===== src/rtl/redstone_change_reporter.sv =====
// Snapshots N redstone component outputs on every accepted tick and streams one (index, value)
// event per changed bit, lowest index first. Optional macro SCAN_FULL_DUMP_EN adds i_dump.
module redstone_change_reporter #(
  parameter int           N     = 64,
  parameter int           IDX_W = 6,
  parameter logic [N-1:0] INIT  = '0
) (
  input  logic             i_clk,
  input  logic             i_rst_n,
  input  logic             i_tick,
  input  logic [N-1:0]     i_state,
`ifdef SCAN_FULL_DUMP_EN
  input  logic             i_dump,
`endif
  output logic             o_valid,
  output logic [IDX_W-1:0] o_index,
  output logic             o_value,
  input  logic             i_ready,
  output logic             o_busy,
  output logic             o_tick_done,
  output logic             o_overrun
);

  typedef enum logic [1:0] {IDLE, SCAN, DONE} state_t;

  state_t         r_state;
  logic [N-1:0]   r_prev;
  logic [N-1:0]   r_snap;
  logic [N-1:0]   r_pending;

  logic [N-1:0]     w_tickDiff;
  logic [N-1:0]     w_scanPending;
  logic [N-1:0]     w_nextPending;
  logic [N-1:0]     w_nextSnap;
  logic             w_nextFound;
  logic [IDX_W-1:0] w_nextIndex;
  logic             w_nextValue;

  always_comb begin
    w_tickDiff = i_state ^ r_prev;
`ifdef SCAN_FULL_DUMP_EN
    if (i_dump) w_tickDiff = '1;
`endif
  end

  // The registered outputs always show the lowest bit still pending after this edge, so the
  // first event appears the cycle after the tick and a stalled event never moves.
  always_comb begin
    w_scanPending = r_pending;
    if (o_valid && i_ready) w_scanPending = r_pending & ~(N'(1) << o_index);
    w_nextPending = (r_state == IDLE) ? w_tickDiff : w_scanPending;
    w_nextSnap    = (r_state == IDLE) ? i_state : r_snap;
  end

  always_comb begin
    w_nextFound = 1'b0;
    w_nextIndex = '0;
    w_nextValue = 1'b0;
    for (int i = N - 1; i >= 0; i--) begin
      if (w_nextPending[i]) begin
        w_nextFound = 1'b1;
        w_nextIndex = IDX_W'(i);
        w_nextValue = w_nextSnap[i];
      end
    end
  end

  always_ff @(posedge i_clk) begin
    if (!i_rst_n) begin
      r_state     <= IDLE;
      r_prev      <= INIT;
      r_snap      <= '0;
      r_pending   <= '0;
      o_valid     <= 1'b0;
      o_index     <= '0;
      o_value     <= 1'b0;
      o_busy      <= 1'b0;
      o_tick_done <= 1'b0;
      o_overrun   <= 1'b0;
    end else begin
      o_tick_done <= 1'b0;
      if (i_tick && r_state != IDLE) o_overrun <= 1'b1;
      case (r_state)
        IDLE: begin
          if (i_tick) begin
            r_snap    <= i_state;
            r_prev    <= i_state;
            r_pending <= w_nextPending;
            o_valid   <= w_nextFound;
            o_index   <= w_nextIndex;
            o_value   <= w_nextValue;
            o_busy    <= 1'b1;
            r_state   <= SCAN;
          end
        end
        SCAN: begin
          if (r_pending == '0) begin
            o_tick_done <= 1'b1;
            r_state     <= DONE;
          end else begin
            r_pending <= w_scanPending;
            o_valid   <= w_nextFound;
            o_index   <= w_nextIndex;
            o_value   <= w_nextValue;
          end
        end
        DONE: begin
          o_busy  <= 1'b0;
          r_state <= IDLE;
        end
        default: r_state <= IDLE;
      endcase
    end
  end

endmodule


===== config.mk =====
export PLATFORM = sky130hd
export DESIGN_NAME = redstone_change_reporter
export DESIGN_NICKNAME = d
export VERILOG_FILES = /design/src/rtl/redstone_change_reporter.sv
export SDC_FILE = /design/constraint.sdc
export NUM_CORES = 1
export LEC_CHECK = 0
export CAP_MARGIN = 10
export CORE_MARGIN = 10
export CORE_UTILIZATION = 64
export DETAILED_ROUTE_END_ITERATION = 16
export PLACE_DENSITY_LB_ADDON = 0.1
export SLEW_MARGIN = 0
export SYNTH_ARGS = -nofsm -noshare
export SYNTH_HDL_FRONTEND = slang
export SYNTH_SLANG_ARGS = --single-unit
export TNS_END_PERCENT = 30

===== constraint.sdc =====
create_clock -name i_clk -period 6.76 [get_ports i_clk]
set_input_delay 1.352 -clock i_clk [delete_from_list [all_inputs] [get_ports i_clk]]
set_output_delay 1.352 -clock i_clk [all_outputs]
set_load 0.01 [all_outputs]

==> flow_summary.yaml, run 1 <==
status:
  outcome: "finished clean"
cells_and_area:
  area_growth_pct: 13.3
  diodes: 0
  final_cell_area_mm2: 0.0105
  fin_util_pct: 75.0
  nNetsFinal: 1321
  fin_cells: 1443
  drive_above_1_share_pct: 6.18
timing:
  finalSetupViolCount: 0
  slew_headroom_pct: 26.5
  fin_crit_sh_pct: 73.5
  finalHoldViolations: 0
  tns_ps: 0
  max_freq_mhz: 201
  slew_viol_final: 0
  worstMarginPinSlew_ps: 1090
  rsz0062_at_grt: "no"
  min_period_ps: 4970
  skew_ps: 9.57
floorplan:
  core_mm2: 0.0140
  die_h_um: 141
  io_pins: 79
  dieArea_mm2: 0.0197
  rows: 43
  die_w_um: 141
  start_util_pct: 66.2
synthesis:
  synth_area_mm2: 0.00929
  synth_top_area_cell: "dfxtp_1"
  yosys.area.top_type_share_pct: 30.4
  ys_seq_elements: 141
  yosysMostFrequentCell: "nand2_1"
  synth-main-ff-cell: "dfxtp_1"
  synthTopCellsByCount: "nand2_1, dfxtp_1, a21oi_1"
  netlist_instances: 1233
  synth_enable_flop_cells: 0
  synth.distinct_cells: 87
  async_reset_ff_share_pct: 0
  yosysSeqAreaShare_pct: 30.4
  synthesis.nets: 1301
  syn_area_per_cell_um2: 7.54
  synth.area.top_cells: "dfxtp_1, nand2_1, a21oi_1"
  ys.warnings.count: 0
setup_path:
  startpoint_type: "input port"
  rr_startpoint: "o_valid"
  path_delay_family: "compound AO/OA/AOI/OAI gates"
  worst_ep_required_time_ps: 7030
  r2r-end: "o_index[0]"
  max_stage_delay_ps: 870
  worstSetupEndpointType: "flop"
  crit_chain: "clkdlybuf4s50_1 > nand4b_1 > o211ai_1 > a21boi_0 > o21ai_0 > a2111oi_0 > nand4_1 > o211ai_1 > a211oi_1"
  path_common_cell: "o211ai_1"
  path_depth: 9
  critPathCapture: "o_index[0]"
  worst-setup-path-type: "in -> reg"
  startpoint: "i_ready"
  worstPathBufferInverterCount: 1
  reg2reg_slack_ps: 2690
  r2r_cells: 8
  slowest_stage: "a2111oi_0"
  critPathArrivalTime_ps: 5240
  crit_fanout: 18
flow_run:
  cap_violations: 0
drt:
  detail-route-antenna-nets: 0
  wl_per_cell_um: 20.3
  wirelength_mm: 29.3
  routed_via_density: 6.86
  dr.pass1.iters: 6
  drt-initial-drc-count: 1384
  vias: 9892
  drc_errors: 0
clock_network:
  cts.sinks: 141
  cts_tree: "done"
  cts_buffers: 17
  cts_root_buf: "clkbuf_16"
  cts_htree_levels: 4
  worstSkewPairLatency_ps: 430
  ctsResizeCount: 0
  cts_hold_buf: 0
  clk_pin_slew_ps: 60
  post_cts_buffers: 0
  cts.path.max_buffers: 2
place:
  routabilityCongestion: 0.956
  place_area_mm2: 0.00996
  dp.cells: 1414
  hpwlAfterDp_mm: 20.0
  io_buffers: 78
grt:
  antenna_found_initial: 0
  grt_first_pass_wirelength_mm: 46.8
  grt_overflow: 0
  grt_max_degree: 109
  grt_pass1_vias: 8997
  grtUsageTotal_pct: 28.2
power_and_ir_drop:
  worst_ir_drop_vdd_v: 0.000206
  p_per_area_mw_per_mm2: 247
  p_leak_nw: 3.83
worst_hold_path:
  hold_path.class: "reg -> reg"
-- state kept, by name, indices dropped and copies added (netlist names) --
| name | flops |
|---|---|
| o_index | 6 |
| o_tick_done | 1 |
| o_overrun | 1 |
| o_valid | 1 |
| r_pending | 64 |
| o_value | 1 |
| o_busy | 1 |
| r_snap | 64 |
| r_state | 2 |
-- per-stage QoR --
stage	total power, mW	hold WS [ps]	setup slack, ps
floorplan	1.46	441	3220
global placement	1.66	456	1610
detailed placement	1.67	464	1500
CTS	2.58	473	1940
global route	2.71	490	1500
finish	2.60	472	1790
-- worst register-to-register path: stages (launching register included) --
cell and delay [ps]:
dfxtp_1 550, nand4b_1 770, o211ai_1 500, a21boi_0 420, o21ai_0 150, a2111oi_0 870, nand4_1 240, o211ai_1 300
a211oi_1 110
-- cell usage in the layout, fill, tap and decap left out, types with 17 or more instances in the layout --
master / count
clkdlybuf4s50_1: 78
a211oi_1: 64
a21oi_1: 116
o21ai_0: 52
xor2_1: 43
nor2_1: 108
nor4_1: 25
o311a_1: 27
nand3_1: 22
nand2_1: 228
nand4_1: 17
xnor2_1: 20
dfxtp_1: 141
clkbuf_16: 17
-- final cells by class --
cell class / instances / area (um^2)
fill: 1124 / 3510
clock inverter: 8 / 92.6
multi-input combinational: 994 / 6020
tap: 180 / 225
clock buffer: 21 / 470
sequential: 141 / 2820
inverter: 12 / 47.5
timing repair buffer: 87 / 848
-- cells by family (layout without fill, tap and decap cells) --
group | Yosys count | after routing | synth area share, %
and+or+nand+nor | 496 | 496 | 25.2
adders and majority gates | 1 | 1 | 0.108
muxes | 13 | 13 | 1.44
buffers and inverters | 98 | 128 | 5.10
DFF | 141 | 141 | 30.4
AOI/OAI and AO/OA | 421 | 421 | 31.9
xor gates and xnor gates | 63 | 63 | 5.94
-- layer usage --
| metal | global-route usage [%] | up-vias | share of wire [%] |
|---|---|---|---|
| met5 | 0 | - | 0 |
| met4 | 10.5 | 0 | 2.5 |
| met3 | 7.78 | 74 | 11 |
| met2 | 42.4 | 583 | 44 |
| met1 | 37.6 | 4623 | 43 |
| li1 | - | 4612 | - |
-- worst min path at each step --
stage	from	endpoint	cells after the start	slack, ps
after floorplan	r_pending[57]	r_pending[57]	2	440
after global placement	o_overrun	o_overrun	2	460
after detailed placement	o_overrun	o_overrun	2	460
after CTS	r_pending[27]	r_pending[27]	2	470
after global routing	r_pending[27]	r_pending[27]	2	490
final	o_overrun	o_overrun	2	470
-- where the power goes --
part           leakage [nW]  total [mW]  switching, mW  internal, mW
sequential             1.16       0.982         0.0772         0.905
combinational          2.39       0.698          0.438         0.260
clock                 0.280       0.924          0.362         0.562
(Power assumes the default switching activity.)
==> inputs of run 2 (changes only) <==
- CORE_UTILIZATION: 64 -> 53
- clock period: 6.76 -> 4.15 ns (I/O delays scaled with it)
==> flow_summary.yaml, run 2 (synthesis gave the netlist of run 1 again) <==
cells_and_area:
  drive_above_1_share_pct: 9.48
  top_regs: "r_pending (64), r_snap (64), o_index (6)"
  nNetsFinal: 1363
  n_fill_cell: 1568
  mostFrequentLayoutCells: "nand2_1, dfxtp_1, a21oi_1"
  diodes: 0
  fin_util_pct: 63.9
  area_growth_pct: 18.6
  fin_cells: 1533
  final_cell_area_mm2: 0.0110
  final_common_cell: "nand2_1"
clock_network:
  clk_pin_slew_ps: 60
  cts.path.max_buffers: 2
  cts.sinks: 141
  cts_hold_buf: 0
  cts_buffers: 17
  cts_htree_levels: 4
  cts_root_buf: "clkbuf_16"
  ctsResizeCount: 0
  worstSkewPairLatency_ps: 430
  post_cts_buffers: 0
  cts_tree: "done"
setup_path:
  worst_ep_required_time_ps: 4440
  worstSetupEndpointType: "flop"
  slowest_stage: "clkdlybuf4s50_1"
  crit_chain: "clkdlybuf4s50_1 > nand4_2 > buf_12 > o311ai_1 > a21boi_2 > nand4_1 > nor3_1 > or4b_4 > a41oi_2 > nor2_1"
  max_stage_delay_ps: 580
  startpoint_type: "input port"
  worst-setup-path-type: "in -> reg"
  critPathArrivalTime_ps: 3940
  crit_fanout: 18
timing:
  skew_ps: 8.19
  fin_ws_ps: 498
  tns_ps: 0
  slew_viol_final: 0
  worstMarginPinSlew_ps: 945
  min_period_ps: 3650
  holdWs_ps: 471
  max_freq_mhz: 274
  slew_headroom_pct: 37.0
  rsz0062_at_grt: "no"
  finalHoldViolations: 0
  fin_crit_sh_pct: 88.0
  finalSetupViolCount: 0
power_and_ir_drop:
  worst_ir_drop_vdd_v: 0.000303
  p_per_area_mw_per_mm2: 401
  p_leak_nw: 4.08
  fin_total_pwr_mw: 4.42
worst_hold_path:
  hold_path.class: "reg -> reg"
drt:
  drt-initial-drc-count: 1135
  met1_length_mm: 13.3
  wl_met3_mm: 2.43
  detail-route-antenna-nets: 0
  wl_per_cell_um: 19.4
  wl_met2_mm: 13.5
  wirelength_mm: 29.8
  vias: 9793
  routed_via_density: 6.39
  dr.pass1.iters: 5
  routed.top_layer: "met4"
  drc_errors: 0
flow_run:
  cap_violations: 0
place:
  place_area_mm2: 0.0104
  dpl_worst_slack_ps: 114
  routabilityCongestion: 0.950
  io_buffers: 78
  dp.cells: 1501
  hpwlAfterDp_mm: 21.1
grt:
  grt_pass1_vias: 9020
  grt_first_pass_wirelength_mm: 47.9
  grt_max_degree: 121
  antenna_found_initial: 0
  grt_overflow: 0
  grtUsageTotal_pct: 24.5
status:
  outcome: "finished clean"
floorplan:
  die_w_um: 152
  dieArea_mm2: 0.0232
  core_mm2: 0.0172
  start_util_pct: 53.9
  die_h_um: 152
  io_pins: 79
  rows: 48
[run 2: final timing paths]
check | from | end | slack, ps | cells after the start
hold reg to reg | r_pending[27] | r_pending[27] | 470 | 2
setup reg to reg | o_index[0] | o_index[5] | 650 | 8
hold / removal | r_pending[27] | r_pending[27] | 470 | 2
setup / recovery | i_ready | o_index[5] | 500 | 10
[run 2: area by class of cell]
cell class | instances | area (um^2) | share of cell area [%]
Clock buffer | 21 | 480 | 4.36
Clock inverter | 11 | 139 | 1.26
Inverter | 12 | 47.5 | 0.432
Multi-Input combinational cell | 994 | 6020 | 54.6
Sequential cell | 141 | 2820 | 25.6
Tap cell | 225 | 282 | 2.56
Timing Repair Buffer | 129 | 1230 | 11.1
[run 2: metal layers]
layer,up-vias,global-route usage (%)
met1,4659,33.3
met3,40,5.81
li1,4694,-
met2,400,38.1
met5,-,0
met4,0,6.45
[run 2: worst max-delay path, delay by kind of cell]
| family | cells | cell delay, ps |
|---|---|---|
| compound gates | 3 | 880 |
| buf+inv | 2 | 780 |
| simple gates | 5 | 1440 |
[run 2: where the power goes]
group | internal (mW) | switching [mW]
clock | 1.00 | 0.610
sequential | 1.47 | 0.125
combinational | 0.487 | 0.718
==> inputs of run 3 (changes only) <==
- clock period: 4.15 -> 3.1 ns (I/O delays scaled with it)
==> flow_summary.yaml, run 3 (synthesis gave the netlist of run 1 again) <==
drt:
  drt-initial-drc-count: 1191
  drc_errors: 0
  wl_per_cell_um: 19.4
  wirelength_mm: 33.1
  vias: 10500
  dr.pass1.iters: 8
  routed_via_density: 6.17
  detail-route-antenna-nets: 0
grt:
  grtUsageTotal_pct: 26.6
  grt_pass1_vias: 9872
  grt_overflow: 0
  grt_max_degree: 84
  grt_first_pass_wirelength_mm: 51.7
  antenna_found_initial: 0
timing:
  slew_viol_final: 0
  min_period_ps: 3100
  rsz0062_at_grt: "yes"
  max_freq_mhz: 323
  holdWs_ps: 477
  finalSetupViolCount: 0
  finalHoldViolations: 0
  fin_crit_sh_pct: 99.9
  slew_headroom_pct: 49.1
  worstMarginPinSlew_ps: 763
  skew_ps: 9.68
  fin_ws_ps: 4.35
place:
  routabilityCongestion: 1.01
  io_buffers: 78
  dpl_worst_slack_ps: -784
  dp.cells: 1670
  hpwlAfterDp_mm: 23.6
clock_network:
  cts_htree_levels: 4
  cts.path.max_buffers: 2
  cts.sinks: 141
  clk_pin_slew_ps: 60
  worstSkewPairLatency_ps: 440
  cts_buffers: 17
  cts_tree: "done"
  cts_root_buf: "clkbuf_16"
worst_hold_path:
  hold_path.class: "reg -> reg"
power_and_ir_drop:
  p_per_area_mw_per_mm2: 523
  worst_ir_drop_vdd_v: 0.000448
  p_leak_nw: 4.94
cells_and_area:
  diodes: 0
  mostFrequentLayoutCells: "nand2_1, buf_4, dfxtp_1"
  drive_above_1_share_pct: 21.1
  nNetsFinal: 1536
  final_common_cell: "nand2_1"
  area_growth_pct: 34.6
  fin_cells: 1706
  top_regs: "r_pending (64), r_snap (64), o_index (6)"
setup_path:
  max_stage_delay_ps: 460
  path_common_cell: "buf_4"
  worstSetupEndpointType: "flop"
  worst_ep_required_time_ps: 3410
  slowest_stage: "a2111o_1"
  worst-setup-path-type: "reg -> reg"
  startpoint_type: "flop"
  crit_fanout: 5
  critPathArrivalTime_ps: 3400
  crit_chain: "buf_4 > nand2_1 > buf_4 > o31a_1 > a2111o_1 > a2111oi_2 > a21boi_1 > buf_4 > o2111ai_1 > nand2_1 > o22ai_1"
floorplan:
  core_mm2: 0.0172
  start_util_pct: 53.9
  dieArea_mm2: 0.0232
  rows: 48
  die_h_um: 152
  io_pins: 79
  die_w_um: 152
status:
  outcome: "finished clean"
flow_run:
  cap_violations: 0
[run 3: cell count changes in the layout (fill, tap and decap cells not counted), sizes merged]
cell	change
buf	+171
nor2	+1
clkinvlp	+1
clkbuf	+1
clkdlybuf4s50	-1
bufinv	+3
or2	+1
clkinv	-4
[run 3: routing by layer]
layer | global-route usage, % | vias to the layer above | part of all wire [%]
met1 | 35.9 | 4932 | 44
met4 | 9.04 | 0 | 2.7
met3 | 5.67 | 74 | 8.7
li1 | - | 5044 | -
met5 | 0 | - | 0
met2 | 41.1 | 483 | 45
[run 3: final timing paths]
check	cells after the start	start	slack (ps)	endpoint
worst max-delay path	11	o_index[1]	4	o_index[2]
worst min register to register	2	r_pending[6]	480	r_pending[6]
worst max register to register	11	o_index[1]	4	o_index[2]
worst min-delay path	2	r_pending[6]	480	r_pending[6]
[run 3: where the power goes]
group	switching, mW	total [mW]	leakage [nW]	internal, mW
Sequential	0.169	2.14	1.16	1.97
Combinational	1.09	2.02	3.46	0.931
Clock	0.837	2.39	0.319	1.55
Total	2.09	6.54	4.94	4.45
[run 3: timing repair]
item,4_1_cts,5_1_grt
gates cloned,0,2
setup endpoints to repair,8,8
resized for setup,13,15
pin swaps,0,4
buffers inserted,0,2
hold buffers,0,0
[run 3: stage by stage]
step	total power [mW]	instance area, um^2	TNS [ps]	utilization [%]
2_1_floorplan	3.18	9290	0	-
3_3_place_gp	4.07	11700	-4560	67.9
3_5_place_dp	4.09	11700	-5200	67.9
4_1_cts	6.48	12400	0	72.2
5_1_grt	6.80	12500	-216	72.6
6_report	6.54	12500	0	72.6
[run 3: worst max-delay path: cells and delay by family (launching register included)]
kind | cells | cell delay, ps
compound gates | 6 | 1670
buf+inv | 3 | 560
flops | 1 | 440
simple gates | 2 | 300
[run 3: layout make-up]
cell class | instances | area, um^2
Tap cell | 225 | 282
Multi-Input combinational cell | 996 | 6140
Inverter | 12 | 47.5
Clock inverter | 11 | 213
Fill cell | 1396 | 4730
Sequential cell | 141 | 2830
Timing Repair Buffer | 300 | 2540
Clock buffer | 21 | 460
